`src/rtl/multicycle_control_unit.sv`:
```
// Multi-cycle MIPS control FSM: sequences fetch/decode/execute/memory/writeback.
// Define ILLEGAL_TRAP_EN to route undefined opcodes through a TRAP state.
module multicycle_control_unit #(
    parameter int         MD_TIMEOUT     = 64,
    parameter logic [1:0] EXC_VECTOR_SEL = 2'b11
) (
    input  logic       clk,
    input  logic       reset,
    input  logic [5:0] opcode,
    input  logic [5:0] funct,
    input  logic       mem_ready,
    input  logic       md_done,
    output logic       PCWrite,
    output logic       PCWriteCond,
    output logic       BranchNE,
    output logic       IorD,
    output logic       MemRead,
    output logic       MemWrite,
    output logic       IRWrite,
    output logic [1:0] MemtoReg,
    output logic [1:0] PCSource,
    output logic [1:0] ALUOp,
    output logic       ALUSrcA,
    output logic [1:0] ALUSrcB,
    output logic       RegWrite,
    output logic [1:0] RegDst,
    output logic       md_start,
    output logic       md_op,
    output logic       md_timeout,
    output logic       illegal_instr,
    output logic [3:0] state
);
    localparam int CW = $clog2(MD_TIMEOUT) + 1;
    localparam logic [CW-1:0] CNT_LAST = CW'(MD_TIMEOUT - 1);

    typedef enum logic [3:0] {
        S_FETCH  = 4'd0,  S_DECODE = 4'd1,  S_MEMADR = 4'd2,  S_MEMRD  = 4'd3,
        S_MEMWB  = 4'd4,  S_MEMWR  = 4'd5,  S_RTEX   = 4'd6,  S_RTWB   = 4'd7,
        S_BRANCH = 4'd8,  S_IMMEX  = 4'd9,  S_IMMWB  = 4'd10, S_JUMP   = 4'd11,
`ifdef ILLEGAL_TRAP_EN
        S_TRAP   = 4'd14,
`endif
        S_JAL    = 4'd12, S_MDWAIT = 4'd13
    } state_t;

    state_t        state_r;
    logic [CW-1:0] cnt_r;
    logic          timeout_r;

    function automatic state_t decode_next(input logic [5:0] op, input logic [5:0] fn);
        state_t ns;
        case (op)
            6'b000000: begin
                if (fn == 6'b011000 || fn == 6'b011010) ns = S_MDWAIT;
                else ns = S_RTEX;
            end
            6'b100011, 6'b101011:                   ns = S_MEMADR;
            6'b000100, 6'b000101:                   ns = S_BRANCH;
            6'b001000, 6'b001010, 6'b001101, 6'b001111: ns = S_IMMEX;
            6'b000010:                              ns = S_JUMP;
            6'b000011:                              ns = S_JAL;
`ifdef ILLEGAL_TRAP_EN
            default:                                ns = S_TRAP;
`else
            default:                                ns = S_FETCH;
`endif
        endcase
        return ns;
    endfunction

    // State sequencing, mult/div wait counter and sticky abort flag.
    always_ff @(posedge clk or posedge reset) begin
        if (reset) begin
            state_r   <= S_FETCH;
            cnt_r     <= {CW{1'b0}};
            timeout_r <= 1'b0;
        end else begin
            cnt_r <= {CW{1'b0}};
            case (state_r)
                S_FETCH:  state_r <= mem_ready ? S_DECODE : S_FETCH;
                S_DECODE: state_r <= decode_next(opcode, funct);
                S_MEMADR: begin
                    if (opcode == 6'b101011) state_r <= S_MEMWR;
                    else state_r <= S_MEMRD;
                end
                S_MEMRD:  state_r <= mem_ready ? S_MEMWB : S_MEMRD;
                S_MEMWB:  state_r <= S_FETCH;
                S_MEMWR:  state_r <= mem_ready ? S_FETCH : S_MEMWR;
                S_RTEX:   state_r <= S_RTWB;
                S_RTWB:   state_r <= S_FETCH;
                S_BRANCH: state_r <= S_FETCH;
                S_IMMEX:  state_r <= S_IMMWB;
                S_IMMWB:  state_r <= S_FETCH;
                S_JUMP:   state_r <= S_FETCH;
                S_JAL:    state_r <= S_FETCH;
                // md_done wins over the abort on the last allowed cycle.
                S_MDWAIT: begin
                    if (md_done) begin
                        state_r <= S_FETCH;
                    end else if (cnt_r == CNT_LAST) begin
                        state_r   <= S_FETCH;
                        timeout_r <= 1'b1;
                    end else begin
                        state_r <= S_MDWAIT;
                        cnt_r   <= cnt_r + CW'(1);
                    end
                end
`ifdef ILLEGAL_TRAP_EN
                S_TRAP:   state_r <= S_FETCH;
`endif
                default:  state_r <= S_FETCH;
            endcase
        end
    end

    // Moore decode of the state register; FETCH qualifies its writes with mem_ready.
    always_comb begin
        PCWrite     = 1'b0;
        PCWriteCond = 1'b0;
        BranchNE    = 1'b0;
        IorD        = 1'b0;
        MemRead     = 1'b0;
        MemWrite    = 1'b0;
        IRWrite     = 1'b0;
        MemtoReg    = 2'b00;
        PCSource    = 2'b00;
        ALUOp       = 2'b00;
        ALUSrcA     = 1'b0;
        ALUSrcB     = 2'b00;
        RegWrite    = 1'b0;
        RegDst      = 2'b00;
        md_start    = 1'b0;
        md_op       = 1'b0;
`ifdef ILLEGAL_TRAP_EN
        illegal_instr = 1'b0;
`endif
        case (state_r)
            S_FETCH: begin
                MemRead = 1'b1;
                ALUSrcB = 2'b01;
                IRWrite = mem_ready;
                PCWrite = mem_ready;
            end
            S_DECODE: ALUSrcB = 2'b11;
            S_MEMADR: begin
                ALUSrcA = 1'b1;
                ALUSrcB = 2'b10;
            end
            S_MEMRD: begin
                MemRead = 1'b1;
                IorD    = 1'b1;
            end
            S_MEMWB: begin
                RegWrite = 1'b1;
                MemtoReg = 2'b01;
            end
            S_MEMWR: begin
                MemWrite = 1'b1;
                IorD     = 1'b1;
            end
            S_RTEX: begin
                ALUSrcA = 1'b1;
                ALUOp   = 2'b10;
            end
            S_RTWB: begin
                RegWrite = 1'b1;
                RegDst   = 2'b01;
            end
            S_BRANCH: begin
                ALUSrcA     = 1'b1;
                ALUOp       = 2'b01;
                PCWriteCond = 1'b1;
                PCSource    = 2'b01;
                BranchNE    = opcode[0];
            end
            S_IMMEX: begin
                ALUSrcA = 1'b1;
                ALUSrcB = 2'b10;
                case (opcode)
                    6'b001010: ALUOp = 2'b01;
                    6'b001101: ALUOp = 2'b11;
                    default:   ALUOp = 2'b00;
                endcase
            end
            S_IMMWB: begin
                RegWrite = 1'b1;
                if (opcode == 6'b001111) MemtoReg = 2'b10;
                else MemtoReg = 2'b00;
            end
            S_JUMP: begin
                PCWrite  = 1'b1;
                PCSource = 2'b10;
            end
            S_JAL: begin
                PCWrite  = 1'b1;
                PCSource = 2'b10;
                RegWrite = 1'b1;
                RegDst   = 2'b10;
                MemtoReg = 2'b11;
            end
            S_MDWAIT: begin
                md_start = (cnt_r == {CW{1'b0}});
                md_op    = funct[1];
            end
`ifdef ILLEGAL_TRAP_EN
            S_TRAP: begin
                PCWrite       = 1'b1;
                PCSource      = EXC_VECTOR_SEL;
                illegal_instr = 1'b1;
            end
`endif
            default: begin
                MemRead = 1'b0;
            end
        endcase
    end

`ifndef ILLEGAL_TRAP_EN
    logic unused_exc_s;
    assign unused_exc_s  = ^EXC_VECTOR_SEL;
    assign illegal_instr = 1'b0;
`endif

    assign md_timeout = timeout_r;
    assign state      = state_r;

endmodule

```
`config.mk`:
```
export PLATFORM = sky130hd
export DESIGN_NAME = multicycle_control_unit
export DESIGN_NICKNAME = d
export VERILOG_FILES = /design/src/rtl/multicycle_control_unit.sv
export SDC_FILE = /design/constraint.sdc
export NUM_CORES = 1
export LEC_CHECK = 0
export ABC_AREA = 1
export CAP_MARGIN = 20
export CORE_MARGIN = 8
export CORE_UTILIZATION = 30
export CTS_CLUSTER_DIAMETER = 40
export CTS_CLUSTER_SIZE = 14
export DETAILED_ROUTE_END_ITERATION = 10
export GPL_TIMING_DRIVEN = 0
export PLACE_DENSITY_LB_ADDON = 0.2
export REMOVE_ABC_BUFFERS = 1
export SLEW_MARGIN = 10
export SYNTH_ARGS = -nofsm -noshare
export SYNTH_HDL_FRONTEND = slang
export SYNTH_SLANG_ARGS = --single-unit
```
`constraint.sdc`:
```
create_clock -name clk -period 2.2 [get_ports clk]
set_clock_uncertainty 0.05 [all_clocks]
set_input_delay 0.22 -clock clk [delete_from_list [all_inputs] [get_ports clk]]
set_output_delay 0.22 -clock clk [all_outputs]
set_load 0.05 [all_outputs]
```
==> metrics.md, run 1 <==
| Metric | Value |
|---|---|
| Status | `completed` |
| Wire per inst | `11.1 microns` |
| Number of diodes | `0` |
| Die Ht | `75.0 microns` |
| Pleak | `0.792 nW` |
| Multi-input gate area | `between 600 and 700 sq um` |
| Total of max-cap violations | `0` |
| Worst Setup EP | `IorD` |
| Clock transition at path regs | `~0.080 ns` |
| Die area | `5620 sq um` |
| Placed Area | `1500 sq um` |
| Reg2reg end | `state[0]` |
| CP Depth | `5` |
| Filler instances | `361` |
| RSZ-0062 raised after global routing | `false` |
| CP max FO | `5` |
| Crit-path max cell delay | `between 0.5 and 0.6 ns` |
| CP max-delay cell | `dlygate4sd2_1` |
| Root Buffer | `clkbuf_4` |
| Initial antenna violation count | `0` |
| Max-slew headroom | `0.658` |
| Final Non-Filler Cells | `255` |
| Setup slack after layout | `0.122 ns` |
| Type of origin of the critical path | `flip-flop` |
| First-pass GRT wire length | `4800 microns` |
| WP buf/inv | `3` |
| Tmin final | `2.08 ns` |
| Final setup viols | `0` |
| Nets | `228` |
| Cells on worst reg2reg path | `8` |
| Yosys warns | `0` |
| H-tree depth | `1` |
| FMAX | `481 MHz` |
| Clk sinks | `12` |
| FF-to-FF Start | `cnt_r[0]` |
| TritonCTS clock tree | `yes` |
| Crit-path most repeated cell | `inv_1` |
| Pre-antenna DRT Iters | `4` |
| Crit path kind | `reg -> out` |
| Register-to-Register Setup Slack | `0.69 ns` |
| Worst path top cell family by delay | `buffers and inverters` |
| Placed cells | `251` |
| IO buf count | `41` |
| Hold Crit Class | `in -> async` |
| Hpwl dp | `~2400 microns` |
| Gpl congestion | `roughly 0.85` |
| Synth Instances | `approximately 170` |
| Worst Setup End Kind | `output port` |
| Worst Setup SP | `state[2]` |
| Pwr Density | `954 nW/um^2` |
| Critical Path, Cell by Cell | `inv_1 -> nor2_1 -> inv_1 -> o21ai_0 -> dlygate4sd2_1` |
| Via Count | `~1,100` |
| FF/Latch Area | `300 sq um` |
| Netlist cell types | `29` |
| Layout cells sized above 1 | `0.163` |
| Detail Route Antenna Nets | `0` |
| Gr ovfl total | `0` |
| FF+latch count, synth | `12` |
| Overall Global Routing Usage | `0.108` |
| Total Wirelength | `2820 microns` |
| # DRC | `0` |
| Synth top area share | `0.288` |
| Sequential share of the synthesized area | `0.288` |
| Worst skew pair latency | `0.27 ns` |
| Dpl ws | `-0.240 ns` |
| Synth Cell Area | `1040 sq um` |
| Syn Area/Cell | `about 6.3 sq um` |
| Hold Fails Final Rpt | `0` |
| Maximum VDD drop | `0.357 mV` |
| Total Power | `1.42 mW` |
| Routed vias/inst | `4.35` |
| Initial Util | `0.313` |
| Crit path required time | `approximately 1.9 ns` |
| Synth area leader | `dfrtp_1` |
| Post-route setup TNS | `0 ns` |
| Number of top-level pins | `43` |
| Fin crit share | `0.945` |
| DIE WIDTH | `around 75 microns` |
| Largest net degree at the start of global routing | `13` |
| Buffer levels on the longest clock path | `2` |
| Vias in the first global route | `1,125` |
| Layout overhead on the synthesized area | `42.9%` |
| Leading post-synthesis cells by cell area | `dfrtp_1 29%, nor2_1 13%, nand2_1 12%` |
| CORE AREA | `3340 sq um` |
| Worst endpoint data arrival time | `between 1.5 and 2 ns` |
| Post-layout instance area | `1490 sq um` |
| DR iter-0 viols | `81` |
| Number of buffers added for setup after CTS | `0` |
| Row Count | `21` |
| Actual slew at the worst max-slew pin | `0.511 ns` |
| Max-slew violation count | `0` |
| Clock buffer count from CTS | `3` |
how the worst min path moves through the flow:
stage | startpoint | endpoint | slack (ns)
after floorplan | reset | cnt_r[0] | 0.03
after global placement | md_timeout | md_timeout | 0.41
after detailed placement | md_timeout | md_timeout | 0.42
after CTS | reset | cnt_r[2] | 0.20
after global routing | reset | cnt_r[2] | 0.23
final | reset | cnt_r[2] | 0.19
flip-flops by register name (all words and copies together), names as in the netlist:
name	flops
cnt_r	7
state	4
md_timeout	1
cell usage after synthesis:
cell type  instances
nand3_1           17
nand2_4            1
dfrtp_1           12
nand3b_2           1
nand2_2            2
xnor2_1            1
o21ai_0            4
and3_1             1
a21oi_1            1
conb_1             1
nor2_4             2
o22ai_1            1
nor2_2             4
ha_1               2
nor2_1            35
o31ai_1            1
o21bai_1           1
nand2_1           34
buf_4              2
o2111ai_1          1
nand3_2            2
nor3b_2            2
or2_2              1
inv_2              3
inv_1             30
xor2_1             1
o21ai_1            1
nor4_1             1
nand3b_1           1
area by class of cell:
class,count,area share
clock buffer,4,0.0243
sequential,12,0.201
timing repair buffer,41,0.244
multi-input combinational,119,0.409
tap,46,0.0386
inverter,33,0.0831
cell usage in the layout, fill, tap and decap left out:
master | synthesis | layout
a21oi_1 | 1 | 1
and3_1 | 1 | 1
buf_2 | 0 | 2
clkbuf_2 | 0 | 6
clkbuf_4 | 0 | 3
clkbuf_8 | 0 | 1
clkdlybuf4s15_1 | 0 | 2
clkdlybuf4s15_2 | 0 | 1
clkdlybuf4s18_2 | 0 | 1
clkdlybuf4s50_1 | 0 | 20
conb_1 | 1 | 1
dfrtp_1 | 12 | 12
dlygate4sd2_1 | 0 | 8
dlymetal6s2s_1 | 0 | 1
ha_1 | 2 | 2
inv_1 | 30 | 30
inv_2 | 3 | 3
nand2_1 | 34 | 34
nand2_2 | 2 | 2
nand2_4 | 1 | 1
nand3_1 | 17 | 17
nand3_2 | 2 | 2
nand3b_1 | 1 | 1
nand3b_2 | 1 | 1
nor2_1 | 35 | 33
nor2_2 | 4 | 6
nor2_4 | 2 | 2
nor3b_2 | 2 | 2
nor4_1 | 1 | 1
o2111ai_1 | 1 | 1
o21ai_0 | 4 | 4
o21ai_1 | 1 | 1
o21bai_1 | 1 | 1
o22ai_1 | 1 | 1
o31ai_1 | 1 | 1
or2_2 | 1 | 1
xnor2_1 | 1 | 1
xor2_1 | 1 | 1
power breakdown:
| group | total, mW | switching, mW | internal, mW |
|---|---|---|---|
| clock network | 0.172 | 0.0717 | 0.101 |
| logic | 0.966 | 0.717 | 0.250 |
| registers | 0.285 | 0.0386 | 0.246 |
| total | 1.42 | 0.827 | 0.596 |
what timing repair did:
item | CTS | global route
endpoints found under the setup margin | 20 | 18
resized for setup | 33 | 20
hold buffers | 0 | 0
kinds of logic (layout without fill, tap and decap cells):
logic type / count (synthesis) / in the layout / synth area share
AOI/OAI and AO/OA: 10 / 10 / 0.0576
xor gates and xnor gates: 2 / 2 / 0.0168
adders and majority gates: 2 / 2 / 0.0240
buffers and inverters: 35 / 78 / 0.133
DFF: 12 / 12 / 0.288
other: 1 / 1 / 0.00359
and+or+nand+nor: 104 / 104 / 0.477
metal layers:
metal	routed length, microns	up-vias	GRT usage
li1	-	596	-
met1	1340	488	0.130
met2	1330	22	0.179
met3	120	2	0.0186
met4	27	0	0.0543
met5	0	-	0
through the flow:
stage                     hold slack, ns   util
after floorplan                   0.0347      -
after global placement             0.411  0.448
after detailed placement           0.422  0.448
after CTS                          0.197  0.456
after global routing               0.231  0.447
final                              0.190  0.447
(Power assumes the default switching activity.)
==> run 2: changes to the inputs <==
- CAP_MARGIN: 20 -> 30
- SKIP_CTS_REPAIR_TIMING: unset -> 1
==> run 2 against run 1 <==
Against the previous run: cell count unchanged; sequential cell count unchanged; worst hold slack is the same.
==> metrics.md, run 2 (synthesis results as in run 1) <==
| Metric | Value |
|---|---|
| Final setup viols | `0` |
| Cells on worst reg2reg path | `8` |
| DIE WIDTH | `75.0 microns` |
| Wire per inst | `11.0 microns` |
| Hold Fails Final Rpt | `0` |
| Vias in the first global route | `approximately 1,100` |
| Maximum VDD drop | `around 0.37 mV` |
| FMAX | `492 MHz` |
| Hold Crit Class | `in -> async` |
| Status | `completed` |
| WP buf/inv | `2` |
| Pwr Density | `about 950 nW/um^2` |
| CP max FO | `5` |
| Type of origin of the critical path | `flip-flop` |
| Post-route setup TNS | `0 ns` |
| Fin crit share | `0.925` |
| TritonCTS clock tree | `yes` |
| Largest net degree at the start of global routing | `13` |
| Max-slew headroom | `0.652` |
| Routed vias/inst | `4.35` |
| Reg2reg end | `state[0]` |
| Number of top-level pins | `43` |
| Worst Setup EP | `ALUOp[1]` |
| CORE AREA | `around 3300 sq um` |
| Hpwl dp | `about 2400 microns` |
| Crit path kind | `reg -> out` |
| Worst path top cell family by delay | `buffers and inverters` |
| Gpl congestion | `around 0.85` |
| First-pass GRT wire length | `4800 microns` |
| Biggest register | `cnt_r` |
| IO buf count | `41` |
| Total Power | `1.45 mW` |
| Pre-antenna DRT Iters | `4` |
| Min Hold Slack | `0.190 ns` |
| Total of max-cap violations | `0` |
| Pleak | `around 0.95 nW` |
| Die Ht | `75.0 microns` |
| Max FFs per register | `7` |
| CP max-delay cell | `dlymetal6s2s_1` |
| Number of diodes | `0` |
| Clock transition at path regs | `0.08 ns` |
| Detail Route Antenna Nets | `0` |
| FF-to-FF Start | `cnt_r[0]` |
| Clk sinks | `12` |
| Crit path required time | `1.93 ns` |
| Gr ovfl total | `0` |
| Initial Util | `0.313` |
| Buffer levels on the longest clock path | `2` |
| Worst endpoint data arrival time | `approximately 1.8 ns` |
| DR iter-0 viols | `67` |
| Filler instances | `360` |
| Initial antenna violation count | `0` |
| Worst Setup SP | `state[3]` |
| H-tree depth | `1` |
| Crit-path max cell delay | `0.44 ns` |
| Row Count | `21` |
| Clock buffer count from CTS | `3` |
| Critical Path, Cell by Cell | `inv_1 -> nor2_1 -> nand2_2 -> o21ai_0 -> dlymetal6s2s_1` |
| Overall Global Routing Usage | `0.108` |
| Layout cells sized above 1 | `0.144` |
| Register-to-Register Setup Slack | `a little under 0.7 ns` |
| Die area | `5620 sq um` |
| Most frequent cells in the layout | `35 x nor2_1, 34 x nand2_1, 30 x inv_1` |
| Worst Setup End Kind | `output port` |
| Max-slew violation count | `0` |
| Nets | `228` |
| # DRC | `0` |
| Total Wirelength | `2820 microns` |
| Layout overhead on the synthesized area | `46.2%` |
| Most common cell after layout, fill and taps aside | `nor2_1` |
| Via Count | `1,109` |
| RSZ-0062 raised after global routing | `false` |
| Root Buffer | `clkbuf_4` |
| Worst skew pair latency | `0.27 ns` |
| Actual slew at the worst max-slew pin | `0.521 ns` |
| Tmin final | `2.03 ns` |
| CP Depth | `5` |
run 2: changes by cell type in the layout (fill, tap and decap cells not counted):
cell	before	now
dlymetal6s2s_1	1	13
dlygate4sd2_1	8	0
clkdlybuf4s15_1	2	0
nor2_1	33	35
nor2_2	6	4
buf_2	2	1
clkbuf_2	6	7
clkdlybuf4s15_2	1	0
clkdlybuf4s18_2	1	0
run 2: how the worst min path moves through the flow:
stage | start | end | slack [ns]
6_report | reset | cnt_r[2] | 0.19
5_1_grt | reset | cnt_r[2] | 0.23
4_1_cts | reset | cnt_r[2] | 0.20
3_5_place_dp | md_timeout | md_timeout | 0.42
2_1_floorplan | reset | cnt_r[0] | 0.03
3_3_place_gp | md_timeout | md_timeout | 0.41
run 2: layer usage:
metal | vias up | global-route usage | share of wire
met4 | 0 | 0.0543 | 0.0096
met5 | - | 0 | 0
li1 | 596 | - | -
met2 | 20 | 0.179 | 0.47
met1 | 491 | 0.130 | 0.47
met3 | 2 | 0.0186 | 0.042
run 2: cell type report:
| class | instances | area [sq um] | area share |
|---|---|---|---|
| clock buffer | 4 | 36.3 | 0.0238 |
| inverter | 33 | 124 | 0.0812 |
| multi-input combinational | 119 | 604 | 0.396 |
| sequential | 12 | 300 | 0.197 |
| tap | 46 | 57.6 | 0.0377 |
| timing repair buffer | 41 | 403 | 0.264 |
run 2: metrics by stage:
| step | std cells | setup slack (ns) | area, sq um | util |
|---|---|---|---|---|
| after floorplan | 164 | -1.31 | 1030 | - |
| after global placement | 251 | -0.265 | 1500 | 0.448 |
| after detailed placement | 251 | -0.240 | 1500 | 0.448 |
| after CTS | 255 | -0.370 | 1530 | 0.459 |
| after global routing | 255 | 0.00203 | 1530 | 0.457 |
| final | 255 | 0.166 | 1530 | 0.457 |
run 2: power breakdown:
group	internal (mW)	total (mW)	switching, mW
logic	0.278	0.992	0.714
registers	0.246	0.283	0.0368
clock network	0.101	0.172	0.0717
total	0.624	1.45	0.823
==> run 3: changes to the inputs <==
- CORE_UTILIZATION: 30 -> 45
- HOLD_SLACK_MARGIN: unset -> 0.02
==> run 3 against run 2 <==
Against the previous run: utilization grew 21 points; register-to-register slack worse by 0.03 ns; sequential cell count did not move; final area decreased by 3.2%; largest cell class unchanged.
==> metrics.md, run 3 (synthesis results as in run 1) <==
| Metric | Value |
|---|---|
| Critical Path, Cell by Cell | `inv_1 -> nor2_1 -> nand2_2 -> o21ai_0 -> dlymetal6s2s_1` |
| Pleak | `0.921 nW` |
| First-pass GRT wire length | `between 4000 and 5000 microns` |
| Die area | `4120 sq um` |
| Hold Crit Class | `in -> async` |
| Tmin final | `2.05 ns` |
| Combinational Power Share | `0.696` |
| FMAX | `roughly 490 MHz` |
| CORE AREA | `2210 sq um` |
| Reg power frac | `0.208` |
| Initial antenna violation count | `0` |
| Clk sinks | `12` |
| Placed cells | `about 230` |
| Die Ht | `64.2 microns` |
| Post-route setup TNS | `0 ns` |
| Worst Setup EP | `ALUOp[1]` |
| Worst skew pair latency | `0.28 ns` |
| Hpwl dp | `roughly 2400 microns` |
| Biggest register | `cnt_r` |
| # DRC | `0` |
| Nets | `228` |
| CP max FO | `5` |
| Number of diodes | `0` |
| Crit-path max cell delay | `0.45 ns` |
| Cells on worst reg2reg path | `8` |
| Clock transition at path regs | `around 0.070 ns` |
| Setup slack after layout | `0.148 ns` |
| Largest net degree at the start of global routing | `13` |
| Worst endpoint data arrival time | `between 1.5 and 2 ns` |
| RSZ-0062 raised after global routing | `false` |
| IO buf count | `41` |
| Most frequent cells in the layout | `34 x nor2_1, 34 x nand2_1, 30 x inv_1` |
| Met2 usage | `0.241` |
| Post-layout instance area | `1480 sq um` |
| Final Non-Filler Cells | `236` |
| M3 GR Usage | `0.0436` |
| DIE WIDTH | `64.2 microns` |
| Gpl congestion | `0.878` |
| Final setup viols | `0` |
| FF-to-FF Start | `cnt_r[0]` |
| Clock buffer count from CTS | `3` |
| Status | `completed` |
| Register-to-Register Setup Slack | `between 0.6 and 0.7 ns` |
| Pwr Density | `929 nW/um^2` |
| Overall Global Routing Usage | `0.136` |
| Sw Ratio | `0.594` |
| Buffer levels on the longest clock path | `2` |
| Actual slew at the worst max-slew pin | `0.517 ns` |
| Net Sw Power | `~0.81 mW` |
| TritonCTS clock tree | `yes` |
| Min Hold Slack | `0.186 ns` |
| Max-slew headroom | `0.655` |
| Layout cells sized above 1 | `0.154` |
| Crit path kind | `reg -> out` |
| CP max-delay cell | `dlymetal6s2s_1` |
| Placed Area | `1470 sq um` |
| Worst Setup SP | `state[3]` |
| Worst Setup End Kind | `output port` |
| Vias in the first global route | `1,108` |
| Fin crit share | `0.933` |
| Total Power | `1.37 mW` |
| Internal power | `0.556 mW` |
| Final Util | `0.667` |
| DR iter-0 viols | `39` |
| Clk pwr share | `0.096` |
| Via Count | `~1,200` |
| Total of max-cap violations | `0` |
| Number of top-level pins | `43` |
| Gr ovfl total | `0` |
| Detail Route Antenna Nets | `0` |
| Wire per inst | `11.6 microns` |
| Layout overhead on the synthesized area | `41.5%` |
| Maximum VDD drop | `just under 0.7 mV` |
| Dpl ws | `-0.254 ns` |
| Hold Fails Final Rpt | `0` |
| Met1 GRT Util | `0.152` |
| Routed vias/inst | `4.89` |
| Pre-antenna DRT Iters | `4` |
| Filler instances | `approximately 210` |
| H-tree depth | `1` |
| Row Count | `17` |
| Root Buffer | `clkbuf_4` |
| Reg2reg end | `state[2]` |
| Crit path required time | `1.93 ns` |
| Total Wirelength | `about 2700 microns` |
| Gr busiest metal | `met2` |
| Max FFs per register | `7` |
| Initial Util | `0.472` |
| Type of origin of the critical path | `flip-flop` |
| Max-slew violation count | `0` |
[run 3: cell count changes in the layout (fill, tap and decap cells not counted), sizes merged]
cell	previous run	this run
clkbuf	11	13
dlymetal6s2s	13	11
buf	1	0
[run 3: metal layers]
metal  vias to the layer above  wire length, microns
met4                         0                    34
met3                         5                   159
met2                        29                  1390
li1                        589                     -
met5                         -                     0
met1                       531                  1170
[run 3: how the worst min path moves through the flow]
stage	to	cells after the start
2_1_floorplan	cnt_r[0]	1
3_3_place_gp	md_timeout	1
3_5_place_dp	md_timeout	1
4_1_cts	md_timeout	2
5_1_grt	state[2]	2
6_report	cnt_r[5]	2
[run 3: final cells by class]
class                           instances  area [sq um]  area share
Clock buffer                            3          22.5      0.0153
Inverter                               33           124      0.0839
Multi-Input combinational cell        119           607       0.411
Sequential cell                        12           300       0.203
Tap cell                               28          35.0      0.0237
Timing Repair Buffer                   41           388       0.263
[run 3: power by group through the flow]
stage	Clock [mW]	Combinational, mW	Sequential, mW
floorplan	0	0.613	0.372
global placement	0	1.02	0.287
detailed placement	0	1.03	0.287
CTS	0.138	1.03	0.283
global route	0.151	1.02	0.289
finish	0.132	0.955	0.285
[run 3: critical path: cells and delay by family, from the launching register on]
| kind | cells | cell delay, ns |
|---|---|---|
| and+or+nand+nor | 2 | 0.37 |
| buffers and inverters | 2 | 0.53 |
| DFF | 1 | 0.44 |
| AOI/OAI and AO/OA | 1 | 0.16 |
